$ cat src/rtl/muldiv_hilo_pkg.sv
// muldiv_hilo_pkg: shared types and constants for the HI/LO multiply-divide unit.
//   size_t       : 32-bit datapath word
//   muldiv_op_t  : operation select driven by the core's decode stage
//   md_state_e   : multiply-divide sequencer states
package muldiv_hilo_pkg;

    typedef logic [31:0] size_t;

    typedef enum logic [2:0] {
        MD_NONE,
        MD_MULT,
        MD_MULTU,
        MD_DIV,
        MD_DIVU,
        MD_MTHI,
        MD_MTLO
    } muldiv_op_t;

    typedef enum logic [1:0] {
        StIdle,
        StDiv,
        StFix
    } md_state_e;

    localparam int unsigned DIV_ITERATIONS = 32;

    // Two's-complement magnitude when en is set, raw value otherwise.
    function automatic size_t abs_if(input logic en, input size_t v);
        return (en && v[31]) ? size_t'(-v) : v;
    endfunction

endpackage

$ cat src/rtl/muldiv_hilo_divu_iter.sv
// muldiv_hilo_divu_iter: iterative unsigned restoring divider, one quotient bit per clock.
//   clk, reset_n_i : clock, asynchronous active-low reset
//   load           : capture dividend/divisor and start DIV_ITERATIONS iterations
//   dividend       : unsigned dividend
//   divisor        : unsigned divisor (zero yields quotient all-ones, remainder = dividend)
//   quotient       : quotient, valid after the last iteration until the next load
//   remainder      : remainder, valid alongside quotient
//   last_iter      : high in the cycle whose closing edge performs the final iteration
module muldiv_hilo_divu_iter
    import muldiv_hilo_pkg::*;
#(
    parameter int unsigned Width = 32
) (
    input  logic             clk,
    input  logic             reset_n_i,
    input  logic             load,
    input  logic [Width-1:0] dividend,
    input  logic [Width-1:0] divisor,
    output logic [Width-1:0] quotient,
    output logic [Width-1:0] remainder,
    output logic             last_iter
);

    localparam int unsigned     CntW    = $clog2(DIV_ITERATIONS);
    localparam logic [CntW-1:0] LastCnt = CntW'(DIV_ITERATIONS - 1);

    logic [Width-1:0] rem_q, rem_d;
    logic [Width-1:0] quo_q, quo_d;
    logic [Width-1:0] dsr_q, dsr_d;
    logic [CntW-1:0]  cnt_q, cnt_d;
    logic             active_q, active_d;

    logic [Width:0]   shl;
    logic [Width-1:0] diff;
    logic             ge;

    always_comb begin
        // {rem, quo} shifted left by one; the top quotient bit enters the remainder.
        shl  = {rem_q, quo_q[Width-1]};
        ge   = shl >= {1'b0, dsr_q};
        // Only used when ge, where the true difference is below the divisor and fits Width bits.
        diff = shl[Width-1:0] - dsr_q;

        rem_d    = rem_q;
        quo_d    = quo_q;
        dsr_d    = dsr_q;
        cnt_d    = cnt_q;
        active_d = active_q;

        if (load) begin
            rem_d    = '0;
            quo_d    = dividend;
            dsr_d    = divisor;
            cnt_d    = '0;
            active_d = 1'b1;
        end else if (active_q) begin
            rem_d = ge ? diff : shl[Width-1:0];
            quo_d = {quo_q[Width-2:0], ge};
            cnt_d = cnt_q + 1'b1;
            if (cnt_q == LastCnt) begin
                active_d = 1'b0;
            end
        end
    end

    always_ff @(posedge clk or negedge reset_n_i) begin
        if (!reset_n_i) begin
            rem_q    <= '0;
            quo_q    <= '0;
            dsr_q    <= '0;
            cnt_q    <= '0;
            active_q <= 1'b0;
        end else begin
            rem_q    <= rem_d;
            quo_q    <= quo_d;
            dsr_q    <= dsr_d;
            cnt_q    <= cnt_d;
            active_q <= active_d;
        end
    end

    assign quotient  = quo_q;
    assign remainder = rem_q;
    assign last_iter = active_q && (cnt_q == LastCnt);

endmodule

$ cat src/rtl/muldiv_hilo.sv
// muldiv_hilo: MIPS HI/LO multiply-divide unit holding the architectural HI and LO registers.
//   clk         : core clock
//   reset_n_i   : asynchronous active-low reset (aborts any divide)
//   op_valid_i  : request strobe; dropped while busy_o is high
//   op_i        : MULT/MULTU/DIV/DIVU/MTHI/MTLO select
//   rs_data_i   : dividend / multiplicand / MTHI-MTLO source
//   rt_data_i   : divisor / multiplier
//   hi_o, lo_o  : architectural HI and LO
//   busy_o      : divide in progress, HI/LO not yet updated
//   done_o      : one-cycle pulse after HI/LO were written
module muldiv_hilo
    import muldiv_hilo_pkg::*;
#(
    parameter int unsigned WIDTH = 32
) (
    input  logic       clk,
    input  logic       reset_n_i,
    input  logic       op_valid_i,
    input  muldiv_op_t op_i,
    input  size_t      rs_data_i,
    input  size_t      rt_data_i,
    output size_t      hi_o,
    output size_t      lo_o,
    output logic       busy_o,
    output logic       done_o
);

    md_state_e state_q, state_d;
    size_t     hi_q, hi_d;
    size_t     lo_q, lo_d;
    logic      done_q, done_d;
    logic      q_neg_q, q_neg_d;
    logic      r_neg_q, r_neg_d;
    logic      dz_q, dz_d;
    size_t     rs_orig_q, rs_orig_d;

    logic        accept;
    logic        is_div;
    logic        div_load;
    size_t       dvd_mag;
    size_t       dsr_mag;
    size_t       div_quo;
    size_t       div_rem;
    logic        div_last;
    logic        mul_sx;
    logic [63:0] mul_a;
    logic [63:0] mul_b;
    logic [63:0] prod;

    assign accept = op_valid_i && (state_q == StIdle) && (op_i != MD_NONE);
    assign is_div = (op_i == MD_DIV);

    // Sign/zero-extend once and keep the low 64 bits: one multiplier serves MULT and MULTU.
    assign mul_sx = (op_i == MD_MULT);
    assign mul_a  = {{32{mul_sx & rs_data_i[31]}}, rs_data_i};
    assign mul_b  = {{32{mul_sx & rt_data_i[31]}}, rt_data_i};
    assign prod   = mul_a * mul_b;

    assign dvd_mag = abs_if(is_div, rs_data_i);
    assign dsr_mag = abs_if(is_div, rt_data_i);

    muldiv_hilo_divu_iter #(
        .Width(WIDTH)
    ) u_divu_iter (
        .clk      (clk),
        .reset_n_i(reset_n_i),
        .load     (div_load),
        .dividend (dvd_mag),
        .divisor  (dsr_mag),
        .quotient (div_quo),
        .remainder(div_rem),
        .last_iter(div_last)
    );

    always_comb begin
        state_d   = state_q;
        hi_d      = hi_q;
        lo_d      = lo_q;
        done_d    = 1'b0;
        q_neg_d   = q_neg_q;
        r_neg_d   = r_neg_q;
        dz_d      = dz_q;
        rs_orig_d = rs_orig_q;
        div_load  = 1'b0;

        unique case (state_q)
            StIdle: begin
                if (accept) begin
                    unique case (op_i)
                        MD_MULT, MD_MULTU: begin
                            {hi_d, lo_d} = prod;
                            done_d       = 1'b1;
                        end
                        MD_DIV, MD_DIVU: begin
                            div_load  = 1'b1;
                            q_neg_d   = is_div & (rs_data_i[31] ^ rt_data_i[31]);
                            r_neg_d   = is_div & rs_data_i[31];
                            dz_d      = (rt_data_i == '0);
                            rs_orig_d = rs_data_i;
                            state_d   = StDiv;
                        end
                        MD_MTHI: begin
                            hi_d   = rs_data_i;
                            done_d = 1'b1;
                        end
                        MD_MTLO: begin
                            lo_d   = rs_data_i;
                            done_d = 1'b1;
                        end
                        default: ;
                    endcase
                end
            end
            StDiv: begin
                if (div_last) begin
                    state_d = StFix;
                end
            end
            StFix: begin
                if (dz_q) begin
                    hi_d = rs_orig_q;
                    lo_d = '1;
                end else begin
                    // Truncating division: quotient sign from operands, remainder follows dividend.
                    lo_d = q_neg_q ? size_t'(-div_quo) : div_quo;
                    hi_d = r_neg_q ? size_t'(-div_rem) : div_rem;
                end
                done_d  = 1'b1;
                state_d = StIdle;
            end
            default: state_d = StIdle;
        endcase
    end

    always_ff @(posedge clk or negedge reset_n_i) begin
        if (!reset_n_i) begin
            state_q   <= StIdle;
            hi_q      <= '0;
            lo_q      <= '0;
            done_q    <= 1'b0;
            q_neg_q   <= 1'b0;
            r_neg_q   <= 1'b0;
            dz_q      <= 1'b0;
            rs_orig_q <= '0;
        end else begin
            state_q   <= state_d;
            hi_q      <= hi_d;
            lo_q      <= lo_d;
            done_q    <= done_d;
            q_neg_q   <= q_neg_d;
            r_neg_q   <= r_neg_d;
            dz_q      <= dz_d;
            rs_orig_q <= rs_orig_d;
        end
    end

    assign hi_o   = hi_q;
    assign lo_o   = lo_q;
    assign busy_o = (state_q != StIdle);
    assign done_o = done_q;

endmodule

$ cat config.mk
export PLATFORM = sky130hd
export DESIGN_NAME = muldiv_hilo
export DESIGN_NICKNAME = d
export VERILOG_FILES = /design/src/rtl/muldiv_hilo_pkg.sv /design/src/rtl/muldiv_hilo_divu_iter.sv /design/src/rtl/muldiv_hilo.sv
export SDC_FILE = /design/constraint.sdc
export NUM_CORES = 2
export LEC_CHECK = 0
export ABC_AREA = 0
export CELL_PAD_IN_SITES_DETAIL_PLACEMENT = 1
export CELL_PAD_IN_SITES_GLOBAL_PLACEMENT = 1
export CORE_MARGIN = 1.5
export CORE_UTILIZATION = 51
export CTS_CLUSTER_DIAMETER = 200
export DETAILED_ROUTE_END_ITERATION = 7
export GPL_TIMING_DRIVEN = 0
export PLACE_DENSITY_LB_ADDON = 0.1
export SKIP_LAST_GASP = 1
export SYNTH_ARGS = -nofsm -noshare
export SYNTH_HDL_FRONTEND = slang
export SYNTH_SLANG_ARGS = --single-unit
$ cat constraint.sdc
create_clock -name clk -period 3.4 [get_ports clk]
set_input_delay 0.68 -clock clk [delete_from_list [all_inputs] [get_ports clk]]
set_output_delay 0.68 -clock clk [all_outputs]
set_load 0.05 [all_outputs]
== Word-level counts from Yosys, hierarchy flattened ==
Cells that the tools add are included.

* Register bits: 204
* Word-level logic and storage cells: 90

* Add/sub/neg operators: 6
* Multiply operators: 1
* $lt $le $gt $ge: 1
* Equality and inequality tests: 14
* Mux-type cells: 32
* Bitwise operators: 5
* Reductions and logical operators: 18

{| class="wikitable"
|+ Operator list
! kind !! count
|-
| $mux W32 || 13
|-
| $pmux W32 S2 || 4
|-
| $neg A32 Y32 || 4
|-
| $mul A33 B33 Y64 || 1
|-
| $ge A33 B32 Y1 || 1
|-
| $logic_not A32 Y1 || 1
|-
| $sub A32 B32 Y32 || 1
|-
| $reduce_and A3 Y1 || 4
|-
| $mux W5 || 2
|-
| $eq A3 B3 Y1 const B || 3
|-
| $mux W1 || 8
|-
| $eq A3 B2 Y1 const B || 2
|-
| $mux W2 || 3
|-
| $ne A3 B1 Y1 const B || 2
|-
| $reduce_bool A2 Y1 || 3
|-
| $add A5 B1 Y5 const B || 1
|-
| $eq A5 B5 Y1 const B || 1
|-
| $logic_and A1 B1 Y1 || 5
|-
| $and A1 B1 Y1 || 4
|-
| $ne A2 B2 Y1 const B || 2
|-
| $pmux W2 S2 || 1
|-
| $reduce_or A2 Y1 || 2
|-
| $reduce_or A4 Y1 || 1
|-
| $eq A3 B1 Y1 const B || 1
|-
| 7 further kinds || 7
|}

== Longest topological paths before layout ==
* Word-level depth: 6
* Gate-level depth with buffers: 34
* Gate-level depth less buffers: 31

== Cells and area by module ==
A second synthesis with hierarchy kept.

* Cell total of the unflattened synthesis: 6001
* Area total of the unflattened synthesis: 52032.4 um^2

{| class="wikitable"
|+ Modules (own cells, without submodules)
! module !! instances !! cells each !! area an instance (um^2) !! seq. area each (um^2)
|-
| muldiv_hilo || 1 || 5285 || 45818.9 || 2552.4
|-
| muldiv_hilo_divu_iter || 1 || 716 || 6213.5 || 2552.4
|}

== Worst setup path after synthesis ==
No wires, ideal clock.

* Path type: input-to-reg
* Start: input port op_i[1]
* End: register hi_q[28], in the netlist hi_o[28]
* Library setup time: 0.070 ns
* Arrival: 9.024 ns
* Data required time: 3.330 ns
* Setup slack: -5.694 ns
* Cell stages on the path: 34
* Cell sequence: inv_1 > ha_1 > nor2b_1 > clkbuf_1 > and2_1 > clkbuf_1 > nand2_1 > inv_1 > fa_1 > inv_1 > fa_1 > inv_1 > fa_1 > fa_1 > inv_1 > fa_1 > inv_1 > fa_1 > inv_1 > fa_1 > fa_1 > inv_1 > ha_1 > clkbuf_1 > and4_2 > and4_1 > a22oi_1 > a21oi_1 > nor2_1 > a21oi_1 > a211o_1 > a31oi_1 > or4_1 > nand3_1

* Cells in the longest elaborated chain, start to end: 6
* Elaborated cells between the ends (all ways): 15

{| class="wikitable"
|+ Ends and longest elaborated chain
! what !! RTL line !! text
|-
| start, declared || muldiv_hilo.sv:19 || <nowiki>input muldiv_op_t op_i,</nowiki>
|-
| $eq A3 B1 Y1 || muldiv_hilo.sv:54, muldiv_hilo.sv:89 ||
|-
| $and A1 B1 Y1, on equally long branches || muldiv_hilo.sv:55, muldiv_hilo.sv:56 ||
|-
| $mul A33 B33 Y64 || muldiv_hilo.sv:57 || <nowiki>assign prod = mul_a * mul_b;</nowiki>
|-
| $pmux W32 S2 || muldiv_hilo.sv:89 || <nowiki>unique case (op_i)</nowiki>
|-
| $mux W32 || muldiv_hilo.sv:88 || <nowiki>if (accept) begin</nowiki>
|-
| $pmux W32 S2 || muldiv_hilo.sv:86 || <nowiki>unique case (state_q)</nowiki>
|-
| end signal, assigned || muldiv_hilo.sv:147 || <nowiki>hi_q <= hi_d;</nowiki>
|-
| end, declared || muldiv_hilo.sv:29 || <nowiki>size_t hi_q, hi_d;</nowiki>
|}

Several ways; a longest one is shown, not always the timed one. The select of a mux whose other input is x is not followed.
A chain may end at the register's enable or synchronous reset.

== Final worst setup path ==
Same ends and word-level chain as after synthesis.

==> summary.txt <==
Antenna viol nets, final: 0
Post-synthesis cell type count: 84
Dominant synthesized flop cell: dfrtp_1
Critical Path AT: 8.97 ns
Post-route DRC violation count: 0
Die height: 322 um
Drt first pass iters: 7
Critical path type: input pin to flip-flop
Core ar.: 100000 um2
Setup Skew: 0.0284 ns
Critical-path top delay cell: fa_2
EDFF count, synth: 0
Slew HR: 20.5%
Sequential share of the synthesized area: 9.86%
CTS max path bufs: 3
Tmin final: 8.48 ns
Yosys reg bits: 204
Async S/R FF share, synth: 100%
Status: finished, violations left
Cell area after synthesis: 51800 um2
CTS Root Cell: clkbuf_16
Die area: 103000 um2
Layout cells sized above 1: 18.4%
Overflow after GRT: 0
Fmax: 118 MHz
Metal1 wirelength: 89700 um
IO buf count: 106
Initial antenna violation count: 39
Routed len/inst: 33.9 um
CP Capture Type: flip-flop
Pin count of the biggest net entering global routing: 105
Cell Rows: 116
Reg clk slew, reported paths: 0.07 ns
Mapped Cells: 5951
IO Pins: 136
# nets final: 7836
DR vias/cell: 6.25
First-pass GRT wire length: 357000 um
Startpoint types: input pin
Area growth from synthesis to layout: 23.9%
CP max stage delay: 0.64 ns
Worst-path maximum fanout: 7
Worst-Margin Slew: 1.19 ns
MaxCap Viol Count: 0
Depth of the CTS H-tree: 1
Vias in the first global route: 51968
Yosys warns: 0
HPWL Detailed: 191000 um
Gr usage total: 48.9%
Min Hold Slack: 0.180 ns
Post-Syn Nets: 7402
CTS tree: yes
R2r setup slk: -0.17 ns
Final setup violation count: 117
Syn avg cell area: 8.70 um2
Initial core utilization: 51.6%
Final WS setup: -5.08 ns
WL met2: 115000 um
Die X: 322 um
Drt first-iter violations: 4985
Unrepaired setup endpoints after global routing: true
Final cycle utilization of the critical path: 249%
Crit path required time: 3.89 ns
Hold Crit Class: input pin to async pin
Clock latency on the worst-skew pair: 0.56 ns
Top layer in use: met5
Routed WL: 264000 um
Met3 routed WL: 30900 um
Fin. max-slew vios: 0
Final RePlAce weighted congestion: 1.00
Failing checks: setup timing
TritonCTS Buffers: 24
Via count: 48662
Final hold viol count: 0
Clock sinks: 204
CP dominant cell by count: fa_1
[cell type report]
class | instances | area, um2
Antenna cell | 22 | 55.1
Buffer | 359 | 4110
Clock buffer | 37 | 741
Clock inverter | 7 | 91.3
Fill cell | 11169 | 36200
Inverter | 1198 | 4540
Multi-Input combinational cell | 4171 | 43600
Sequential cell | 204 | 5110
Tap cell | 1357 | 1700
Timing Repair Buffer | 427 | 4200
[critical path, delay by kind of cell]
family / cells / cell delay [ns]
AO/OA/AOI/OAI: 5 / 0.92
adder cells (fa/ha/maj): 10 / 4.77
AND/OR/NAND/NOR: 8 / 1.60
buffers and inverters: 8 / 0.95
[through the flow]
stage / instances / setup slack (ns) / TNS [ns] / instance area, um2 / util (%)
2_1_floorplan: 5951 / -4.99 / -202.71 / 54100 / -
3_3_place_gp: 7414 / -8.09 / -2094.53 / 56900 / 56.7
3_5_place_dp: 7415 / -7.61 / -493.52 / 56900 / 56.7
4_1_cts: 7661 / -5.05 / -227.49 / 62200 / 62.0
5_1_grt: 7768 / -5.24 / -253.83 / 64100 / 63.9
6_report: 7782 / -5.08 / -251.57 / 64100 / 64.0
[state kept, by name (all words and copies together) (netlist names)]
name	count
hi_o	32
lo_o	32
rs_orig_q	32
u_divu_iter.dsr_q	32
u_divu_iter.quotient	32
u_divu_iter.remainder	32
u_divu_iter.cnt_q	5
state_q	2
done_o	1
dz_q	1
q_neg_q	1
r_neg_q	1
u_divu_iter.active_q	1
[path summary, 6_finish.rpt]
kind	startpoint	to	cells after the start
hold reg to reg	lo_o[2]$_DFFE_PN0P_	lo_o[2]$_DFFE_PN0P_	2
setup reg to reg	state_q[0]$_DFFE_PN0P_	rs_orig_q[29]$_DFFE_PN0P_	7
min in group clk	rt_data_i[1]	u_divu_iter.dsr_q[1]$_DFFE_PN0P_	3
setup / recovery	op_i[1]	hi_o[28]$_DFFE_PN0P_	31
hold / removal	reset_n_i	u_divu_iter.quotient[7]$_DFFE_PN0P_	1
max in group asynchronous	reset_n_i	rs_orig_q[25]$_DFFE_PN0P_	2
[logic make-up after synthesis]
group | share of synthesized area [%]
compound gates | 8.52
xor+xnor | 3.67
fa+ha+maj | 49.7
buf+inv | 11.5
flops | 9.86
mux | 1.29
simple gates | 15.5
[synthesized netlist by cell type, types with 8 or more instances]
cell / count / area, um2
inv_1: 1198 / 4500
or4_1: 9 / 67.6
nand3_1: 39 / 195
o22ai_1: 33 / 206
o21bai_1: 10 / 75.1
buf_1: 56 / 210
o211ai_1: 16 / 120
nor2_1: 185 / 694
xor2_1: 77 / 674
or3_1: 12 / 75.1
fa_1: 1126 / 22500
o31ai_1: 28 / 210
nand2_1: 1094 / 4110
a221o_1: 8 / 80.1
and2_1: 307 / 1920
a31oi_1: 24 / 150
mux2i_1: 62 / 621
clkbuf_1: 315 / 1180
nand2b_1: 16 / 100
and3_1: 28 / 175
nor3_1: 32 / 160
nand4_1: 19 / 119
o21ai_0: 242 / 1210
a211oi_1: 29 / 218
o21a_1: 8 / 60.1
dfrtp_1: 204 / 5100
ha_1: 255 / 3190
a21o_1: 42 / 315
a21oi_1: 180 / 901
nor4_1: 13 / 81.3
xnor2_1: 140 / 1230
o41ai_1: 16 / 140
or2_2: 11 / 68.8
[layout by cell type, fill, tap and decap left out, types with 23 or more instances in the layout]
master	count
buf_4	244
buf_12	56
nand3_1	31
inv_2	48
o31ai_1	25
clkbuf_16	80
fa_2	58
clkbuf_8	76
nor3_1	23
a211oi_1	23
inv_1	1141
xnor2_1	116
a21oi_2	53
nand2_1	1045
dfrtp_1	202
and2_1	274
clkbuf_2	36
nor2_1	175
o21ai_2	28
o22ai_1	29
ha_4	71
a21oi_4	25
and3_1	24
buf_8	37
o21ai_1	54
clkbuf_1	101
and2_4	32
fa_1	1068
o21ai_0	159
ha_1	182
nand2_2	40
a21o_1	40
buf_6	84
clkdlybuf4s50_1	69
mux2i_1	62
a21oi_1	106
xor2_1	70
[routing by layer]
layer | GRT usage (%) | vias up
li1 | - | 18817
met1 | 58.8 | 25186
met2 | 74.6 | 3333
met3 | 12.2 | 1302
met4 | 39.9 | 24
met5 | 0 | -
[what timing repair did]
action                     in CTS  in global routing
buffers inserted              205                114
setup endpoints to repair     200                136
pin swaps                     220                181
hold buffers                    0                  0
gates resized for setup       760                356
gates cloned                    4                  5
Power is left out: the tool's default activity adds up to more than one toggle a clock period on the data nets, which glitch-free logic cannot reach.
